$ cat config.mk
export PLATFORM = sky130hd
export DESIGN_NAME = upsample
export DESIGN_NICKNAME = d
export VERILOG_FILES = /design/src/rtl/upsample.sv
export SDC_FILE = /design/constraint.sdc
export NUM_CORES = 1
export LEC_CHECK = 0
export CAP_MARGIN = 20
export CORE_UTILIZATION = 25
export CTS_CLUSTER_DIAMETER = 30
export CTS_CLUSTER_SIZE = 16
export DETAILED_ROUTE_END_ITERATION = 8
export SLEW_MARGIN = 20
export SYNTH_ARGS = -nofsm -noshare
export SYNTH_HDL_FRONTEND = slang
export SYNTH_SLANG_ARGS = --single-unit
$ cat constraint.sdc
create_clock -name CLK -period 2.2 [get_ports CLK]
set_input_delay 0.33 -clock CLK [delete_from_list [all_inputs] [get_ports CLK]]
set_output_delay 0.33 -clock CLK [all_outputs]
set_load 0.03 [all_outputs]
$ cat src/rtl/upsample.sv
`default_nettype none
// ============================================================================
// Module   : upsample
// Brief    : Nearest-neighbour 2x upsampler over valid/ready. Each input pixel
//            is replicated 2x2; a line buffer replays each row as the odd row.
//            Optional macro UPSAMPLE_LAST_EN adds the data_out_last port.
// Revision : 1.0 - initial release
// ============================================================================
module upsample #(
    parameter int DATA_WIDTH = 16,
    parameter int IN_W       = 16,
    parameter int IN_H       = 16
) (
    input  logic                  CLK,
    input  logic                  RESET,
    input  logic                  data_in_valid,
    input  logic [DATA_WIDTH-1:0] data_in_data,
    output logic                  data_in_ready,
    output logic                  data_out_valid,
    output logic [DATA_WIDTH-1:0] data_out_data,
    input  logic                  data_out_ready
`ifdef UPSAMPLE_LAST_EN
    ,
    output logic                  data_out_last
`endif
);

    localparam int c_XW = $clog2(2 * IN_W);
    localparam int c_YW = $clog2(2 * IN_H);
    localparam logic [c_XW-1:0] c_X_LAST = c_XW'(2 * IN_W - 1);
    localparam logic [c_YW-1:0] c_Y_LAST = c_YW'(2 * IN_H - 1);

    typedef enum logic [1:0] {
        PH_FILL_PASS = 2'd0,
        PH_FILL_REP  = 2'd1,
        PH_REPLAY    = 2'd2
    } phase_t;

    phase_t                w_phase;
    logic [c_XW-1:0]       r_x;
    logic [c_YW-1:0]       r_y;
    logic [DATA_WIDTH-1:0] r_hold;
    logic [DATA_WIDTH-1:0] r_linebuf [IN_W];
    logic [c_XW-2:0]       w_col;
    logic                  w_out_fire;
    logic                  w_in_fire;

    assign w_col      = r_x[c_XW-1:1];
    assign w_out_fire = data_out_valid & data_out_ready;
    assign w_in_fire  = data_in_valid & data_in_ready;

    always_comb begin
        w_phase = PH_FILL_PASS;
        if (r_y[0]) begin
            w_phase = PH_REPLAY;
        end else if (r_x[0]) begin
            w_phase = PH_FILL_REP;
        end
    end

    // Purely combinational output path: the first copy leaves in the same cycle.
    always_comb begin
        data_out_valid = data_in_valid;
        data_out_data  = data_in_data;
        data_in_ready  = data_out_ready;
        unique case (w_phase)
            PH_FILL_REP: begin
                data_out_valid = 1'b1;
                data_out_data  = r_hold;
                data_in_ready  = 1'b0;
            end
            PH_REPLAY: begin
                data_out_valid = 1'b1;
                data_out_data  = r_linebuf[w_col];
                data_in_ready  = 1'b0;
            end
            default: begin
                data_out_valid = data_in_valid;
                data_out_data  = data_in_data;
                data_in_ready  = data_out_ready;
            end
        endcase
    end

    always_ff @(posedge CLK or posedge RESET) begin
        if (RESET) begin
            r_x <= '0;
            r_y <= '0;
        end else if (w_out_fire) begin
            if (r_x == c_X_LAST) begin
                r_x <= '0;
                r_y <= (r_y == c_Y_LAST) ? '0 : r_y + 1'b1;
            end else begin
                r_x <= r_x + 1'b1;
            end
        end
    end

    always_ff @(posedge CLK or posedge RESET) begin
        if (RESET) begin
            r_hold <= '0;
        end else if (w_in_fire) begin
            r_hold <= data_in_data;
        end
    end

    // Line buffer carries no reset; every entry is written before it is replayed.
    always_ff @(posedge CLK) begin
        if (w_in_fire) begin
            r_linebuf[w_col] <= data_in_data;
        end
    end

`ifdef UPSAMPLE_LAST_EN
    assign data_out_last = data_out_valid & (r_x == c_X_LAST) & (r_y == c_Y_LAST);
`endif

endmodule
`default_nettype wire

; After elaboration in Yosys (flattened, before gate mapping)
; Memories as Yosys holds them, arrays and structs flattened.
; Cells that the tools add are included.
[totals]
ff_bits = 26
ramBits = 256
in_bits = 20
out_inout_bits = 18
wordCells = 23
memories = 1
[mem_list]
columns = memory, depth, width, read_ports, rd_clocked_by_memory_dff, write_ports, line_no
row1 = r_linebuf, 16, 16, 1, 0, 1, 43  ; logic [DATA_WIDTH-1:0] r_linebuf [IN_W];
[op_classes]
n_addsub = 2
n_eq_ne = 4
muxes = 9
bitwise_logic = 2
n_reduce_logical = 2
[op_table]
columns = cell, n
row1 = $pmux W16 S2, 1
row2 = $add A5 B1 Y5 const B, 2
row3 = $eq A5 B5 Y1 const B, 2
row4 = $mux W5, 2
row5 = $mux W1, 5
row6 = $and A1 B1 Y1, 2
row7 = $eq A2 B1 Y1 const B, 1
row8 = $eq A2 B2 Y1 const B, 1
row9 = $mux W2, 1
row10 = $reduce_and A2 Y1, 1
row11 = $reduce_or A2 Y1, 1

; Longest topological paths before layout
; Gate-level depths: netlist of run 1.
[logic_depth]
word_depth = 8
mapped_depth = 8
mapped_depth_nobuf = 7

; Worst setup path after synthesis of run 1
; Ideal clock, no wire load.
[synth_path]
path_type = flip-flop to flip-flop
start = register r_x[0]
end = memory r_linebuf[10][0] (enable)
setup_ps = 388
arrival_ps = 2128
required_ps = 1812
setup_slack_ps = -316
stages_incl_launch_ff = 6
n_path_buf = 1
period_less_slack_ps = 2516
cell_sequence = dfrtp_1 > nor3b_2 > and2_1 > buf_4 > nand3b_1 > nor2_1
[synth_via]
elab_chain_len = 8
word_cells_on_any_way = 9
classes_between = eq/ne: 2 / mux: 5 / bitwise: 1 / reduce/logical: 1
[synth_rtl]
columns = item, line_no
row1 = start: declaration, 40  ; logic [c_XW-1:0] r_x;
row2 = start signal: assignment, 94  ; r_x <= r_x + 1'b1;
row3 = $mux W1 *, 56  ; end else if (r_x[0]) begin
row4 = $mux W2 *, 54  ; if (r_y[0]) begin
row5 = $eq A2 B2 Y1 / $eq A2 B1 Y1 (equally long branches), 66  ; unique case (w_phase)
row6 = $reduce_or A2 Y1 (no line) *, -
row7 = $mux W1 *, 66
row8 = via data_in_ready, 18  ; output logic data_in_ready,
row9 = $and A1 B1 Y1 *, 50  ; assign w_in_fire = data_in_valid & data_in_ready;
row10 = $mux W1 *, 109  ; if (w_in_fire) begin
row11 = $mux W1 (not written as such) *, 110  ; r_linebuf[w_col] <= data_in_data;
row12 = end: declaration, 43
; Mark *: on every way through the listed nets, which the timed path passes. The rest lies on a longest branch.

; Worst setup path in the final report of run 1
[layout_path]
start = register r_x[1]
end = output data_out_data[13]
[layout_via]
elab_chain_len = 2
[layout_rtl]
columns = item, line_no
row1 = $mem_v2 Z16 W16, -
row2 = $pmux W16 S2, 66
row3 = end: declaration, 20  ; output logic [DATA_WIDTH-1:0] data_out_data,
; Every way passes these cells.

==> results of run 1 <==
-- where the power goes --
group	internal, uW	switching [uW]
clock network	4150	2390
registers	6190	191
logic	3270	3500
-- layout make-up --
class	count	share of cell area, %
Clock buffer	41	6.57
Clock inverter	28	2.40
Inverter	1	0.0248
Multi-Input combinational cell	224	20.6
Sequential cell	282	55.2
Tap cell	592	4.90
Timing Repair Buffer	145	10.3
-- sequential cells by signal (all words and copies together), names as in the netlist --
| name | cells |
|---|---|
| r_linebuf | 256 |
| r_hold | 16 |
| r_x | 5 |
| r_y | 5 |
-- worst max-delay path, cell delays in order (launching register included) --
cell,delay [ps]
dfrtp_4,500
buf_6,150
clkbuf_16,170
buf_6,120
mux4_2,310
mux2i_1,80
a221oi_2,360
buf_4,240
-- cells by family after synthesis --
family,share of synthesized area (%)
AOI/OAI and AO/OA,4.03
adders and majority gates,0.443
buffers and inverters,1.98
DFF,73.7
muxes,17.1
and+or+nand+nor,2.74
-- synthesized netlist by cell type, drive strengths merged --
master / number
nor2: 21
o311ai: 1
mux2: 21
a221oi: 16
o22ai: 16
inv: 1
mux4: 64
or3: 1
and2: 2
nand3: 3
a21oi: 2
nand3b: 2
mux2i: 16
buf: 29
edfxtp: 256
nor3: 2
nor3b: 1
ha: 4
nand2b: 3
clkbuf: 5
o31ai: 2
nand2: 6
dfrtp: 26
nor2b: 16
and3: 2
o21ai: 6
a211oi: 16
or2: 1
-- layer usage --
metal | track usage [%] | up-vias
met3 | 2.87 | 33
li1 | - | 2595
met1 | 17.2 | 3199
met2 | 18.0 | 192
met4 | 2.81 | 0
met5 | 0 | -
-- per-stage QoR --
step | hold WS [ps] | util, % | setup TNS, ps
finish | 238 | 34.0 | -8310
global route | 269 | 34.0 | -9970
CTS | 231 | 33.2 | -7620
detailed placement | 497 | 29.9 | -2110
global placement | 490 | 29.9 | -3760
floorplan | 370 | - | -28520
-- how the worst max path moves through the flow --
stage                             endpoint  cells past startpoint  slack (ps)
3_5_place_dp    r_linebuf[15][8]$_DFFE_PP_                      7         -80
4_1_cts                  data_out_data[15]                      6        -550
2_1_floorplan   r_linebuf[11][0]$_DFFE_PP_                      5        -130
3_3_place_gp   r_linebuf[15][10]$_DFFE_PP_                      7         -90
5_1_grt                  data_out_data[13]                      7        -610
6_report                 data_out_data[13]                      7        -570
-- repair_timing --
action / 4_1_cts / 5_1_grt
resized for setup: 33 / 40
buffers inserted: 1 / 6
hold buffers: 0 / 0
endpoints found under the setup margin: 19 / 21
cloned: 0 / 8
pin swaps: 0 / 15
==> summary.md, run 1 <==
| Metric | Value |
|---|---|
| Startpoint types | flop |
| Arrival @ worst endpoint | roughly 2400 ps |
| Die width | 215 um |
| Flops & latches, synth | between 200 and 300 |
| DR vias | ~6k |
| Initial antenna violation count | 0 |
| # diodes | 0 |
| CTS buffer count | 38 |
| Drt pass-1 iters | 5 |
| Cell Rows | 77 |
| Dpl hpwl | 17,300 um |
| Max clock buf depth | 3 |
| Global-route wire length before repair | a little over 40,000 um |
| Violated checks | negative setup slack |
| RR Startpoint | r_x[1]$_DFFE_PP0P_ |
| GRT overflow | 0 |
| WL met2 | 12,900 um |
| Final worst clock skew | roughly 15 ps |
| Footprint of the multi-input gates | between 3000 and 4000 sq um |
| Worst-path clk slew | about 60 ps |
| Slew headroom | between 60% and 70% |
| CP startpoint | r_x[1]$_DFFE_PP0P_ |
| Final wirelength | between 20,000 and 30,000 um |
| Share of layout cells above drive strength 1 | between 40% and 50% |
| Gp weighted congestion | 0.756 |
| Final Hold Fails | 0 |
| Die area | 46,100 sq um |
| Met3 routed WL | around 1800 um |
| Drt wl/cell | between 20 and 25 um |
| Netlist cell types | 34 |
| # IOs | 38 |
| LEAKAGE | between 0.005 and 0.006 uW |
| Die height | between 200 and 250 um |
| Clk root buf | clkbuf_16 |
| Mapped cell area | 11,300 sq um |
| End of the worst register-to-register path | r_y[1]$_DFFE_PP0P_ |
| DRC errors left | 0 |
| Final setup margin | -573 ps |
| Dpl cells | between 1k and 1.5k |
| # H-tree levels | 2 |
| Synthesized Nets | 565 |
| Status | finished, violations left |
| Top post-synthesis cells by area | edfxtp_1 (68%), mux4_2 (7.8%), mux4_1 (5.8%) |
| Register Area | 8340 sq um |
| Clock sinks | ~280 |
| HP Class | in2async |
| IO Port Bufs | 37 |
| CTS tree | yes |
| Yosys top cell area share | 68.0% |
| CP Class | reg2out |
| Initial core utilization | between 20% and 30% |
| YS warnings | 0 |
| Commonest non-fill, non-tap cell in the layout | edfxtp_1 |
| Peak supply drop | about 1.2 mV |
| Final worst path period share | 126% |
| Non-Filler Instances | 1,313 |
| Top layer reached by signal wires | met4 |
| Worst Path Max Fanout | 8 |
| R2R setup slack | -140 ps |
| Synth Instances | 541 |
| Layout fillers | a little over 4k |
| Overall routing resource usage | approximately an eighth |
| Initial DRC count | 567 |
| Max-Cap Viols | 0 |
| Power Density | 1300 nW/um^2 |
| Fin crit period | 2770 ps |
| Placed instance area | around 13,000 sq um |
| Antenna Violating Nets Remaining | 0 |
| Sequential-to-total area share from yosys stat | around three quarters |
| RSZ-0062 raised after global routing | true |
| Area leader, netlist | edfxtp_1 |
| CP endpoint kind | primary output |
| Fin nets | 716 |
| Placement Setup Slack | -81.1 ps |
| Final Cell Area | roughly 15,000 sq um |
| Max-slew violation count | 0 |
| Most frequent cells in the layout | edfxtp_1 (256), buf_4 (84), mux4_2 (54) |
| Worst Path Required | about 1900 ps |
| Largest net degree at the start of global routing | 29 |
| Avg Inst Size Synth | approximately 21 sq um |
| Final setup viols | 21 |
| R2r worst-path depth | 9 |
| Number of global-route vias before repair | roughly 6k |
| Final Power | about 20,000 uW |
| Fmax | between 0.3 and 0.4 GHz |
| P&R area growth vs syn | 33.7% |
| Routed vias/inst | 4.58 |
| M1 WL | 13,200 um |
| Worst-Skew Late Latency | about 500 ps |
| Slew @ Worst Pin | 520 ps |
| Core area | 44,400 sq um |
(Power assumes the default switching activity.)
==> run 2, diff against run 1 <==
- SLEW_MARGIN: 20 -> default
==> results of run 2 <==
Same layout as run 1: the final DEF is identical, and so are final timing and power.
==> run 3, diff against run 2 <==
- CAP_MARGIN: 20 -> default
- clock period: 2.2 -> 3.04 ns (I/O delays scaled with it)
==> run 3 against run 2 <==
  * The flow now finishes without violations
  * Sequential power decreased by 27%
  * Critical path type unchanged
  * Register-to-register slack better by 830 ps
  * Routed wire length fell by 3.9%
  * Critical path depth decreased by 1
  * Critical endpoint is now data_out_data[14]
  * Count of clock-buffer cells in the layout up 3
  * Sequential cell count unchanged
  * Die area unchanged
==> summary.md, run 3 (synthesis results as in run 1) <==
| Metric | Value |
|---|---|
| Status | completed |
| Initial antenna violation count | 0 |
| Most frequent cells in the layout | edfxtp_1 (256), buf_4 (75), mux4_2 (39), clkbuf_16 (39), mux4_1 (25) |
| LEAKAGE | 0.00482 uW |
| GRT overflow | 0 |
| Worst-path clk slew | approximately 60 ps |
| Initial core utilization | between 20% and 30% |
| Slew headroom | approximately 60% |
| Placement Setup Slack | ~300 ps |
| CTS buffer count | 37 |
| Largest Register | r_linebuf |
| # IOs | 38 |
| Biggest registers after layout | r_linebuf: 256 flops, r_hold: 16 flops |
| Final Cell Area | approximately 14,000 sq um |
| Startpoint types | flop |
| DR vias | 5,892 |
| # H-tree levels | 2 |
| Largest net degree at the start of global routing | 29 |
| CP Class | reg2out |
| Max reg flops | around 260 |
| IO Port Bufs | 37 |
| Global-route wire length before repair | approximately 40,000 um |
| Overall routing resource usage | between 10% and 20% |
| Cell Rows | 77 |
| Setup TNS | 0 ps |
| Clk root buf | clkbuf_16 |
| R2r worst-path depth | 6 |
| RSZ-0062 raised after global routing | false |
| Commonest non-fill, non-tap cell in the layout | edfxtp_1 |
| Worst Setup EP | data_out_data[14] |
| Max-Cap Viols | 0 |
| Final worst path period share | between 90% and 100% |
| Die height | roughly 210 um |
| Die width | around 210 um |
| Die area | roughly 46,000 sq um |
| Final wirelength | around 27,000 um |
| CTS tree | yes |
| Final Hold Fails | 0 |
| Max clock buf depth | 3 |
| Final Power | about 13,000 uW |
| Worst Path Max Fanout | 11 |
| DRC errors left | 0 |
| Share of layout cells above drive strength 1 | 37.0% |
| Clock sinks | between 200 and 300 |
| Arrival @ worst endpoint | 2520 ps |
| Dpl hpwl | between 15,000 and 20,000 um |
| Power Density | slightly above 900 nW/um^2 |
| Core area | about 44,000 sq um |
| Antenna Violating Nets Remaining | 0 |
| Post-CTS Hold Fix Bufs | 0 |
| Worst Path Required | approximately 2600 ps |
| Drt pass-1 iters | 4 |
| P&R area growth vs syn | 27.4% |
| Peak supply drop | ~0.81 mV |
| Placed instance area | between 10,000 and 15,000 sq um |
| CP endpoint kind | primary output |
| Final setup margin | approximately 64 ps |
| HP Class | in2async |
| Initial DRC count | between 500 and 600 |
| Gp weighted congestion | between 0.7 and 0.8 |
| Fin nets | 690 |
| Slew @ Worst Pin | 615 ps |
| RR Startpoint | r_y[0]$_DFFE_PP0P_ |
| Fmax | ~0.34 GHz |
| End of the worst register-to-register path | r_linebuf[5][6]$_DFFE_PP_ |
| Drt wl/cell | between 20 and 25 um |
| R2R setup slack | roughly 690 ps |
| CP startpoint | r_x[1]$_DFFE_PP0P_ |
| Final worst clock skew | around 20 ps |
| Final setup viols | 0 |
| Fin crit period | a little under 3000 ps |
| Worst-Skew Late Latency | about 520 ps |
| # diodes | 0 |
| Routed vias/inst | ~4.6 |
| Max-slew violation count | 0 |
| Number of global-route vias before repair | 6,014 |
run 3: worst min path at each step:
stage | startpoint | to | slack (ps) | depth (start not counted)
final | RESET | r_hold[13]$_DFFE_PP0P_ | 320 | 2
after global routing | RESET | r_hold[13]$_DFFE_PP0P_ | 360 | 2
after CTS | RESET | r_hold[13]$_DFFE_PP0P_ | 320 | 2
after detailed placement | r_hold[11]$_DFFE_PP0P_ | r_hold[11]$_DFFE_PP0P_ | 500 | 1
after global placement | r_hold[7]$_DFFE_PP0P_ | r_hold[7]$_DFFE_PP0P_ | 490 | 1
after floorplan | r_y[2]$_DFFE_PP0P_ | r_y[2]$_DFFE_PP0P_ | 460 | 1
run 3: cell type report:
type	instances	area, sq um
well taps	592	741
inverters	1	3.75
clock inverters	24	253
flip-flops and latches	282	8350
fillers	4175	30000
clock buffers	44	995
repair buffers	120	1200
multi-input cells	224	2870
run 3: metrics by stage:
| step | instances | utilization (%) | hold slack [ps] |
|---|---|---|---|
| 3_3_place_gp | 1213 | 29.3 | 490 |
| 6_report | 1287 | 32.5 | 317 |
| 5_1_grt | 1287 | 32.5 | 356 |
| 2_1_floorplan | 541 | - | 465 |
| 4_1_cts | 1286 | 32.3 | 318 |
| 3_5_place_dp | 1213 | 29.3 | 497 |
run 3: worst max-delay path, stage by stage, from the launching register on:
cell      delay [ps]
dfrtp_4          430
buf_4            150
buf_8            190
mux4_1           560
o22ai_1          310
a221oi_1         170
buf_4            190
run 3: power breakdown:
group / switching, uW / internal (uW) / leakage (uW)
clock network: 1690 / 2640 / 0.000606
registers: 176 / 4480 / 0.00261
logic: 2180 / 2130 / 0.00160
run 3: layer usage:
metal  vias to the layer above  global-route usage (%)  part of all wire [%]  routed length [um]
met5                         -                       0                     0                   0
met4                         0                    2.90                   1.4                 369
met3                        30                    2.85                   6.5                1780
met2                       199                    17.4                    45               12100
met1                      3112                    17.6                    47               12900
li1                       2551                       -                     -                   -
run 3: timing repair:
action / in CTS / in global routing
pin swaps: 1 / 0
resized for setup: 9 / 10
setup endpoints to repair: 16 / 11
buffers inserted: 5 / 1
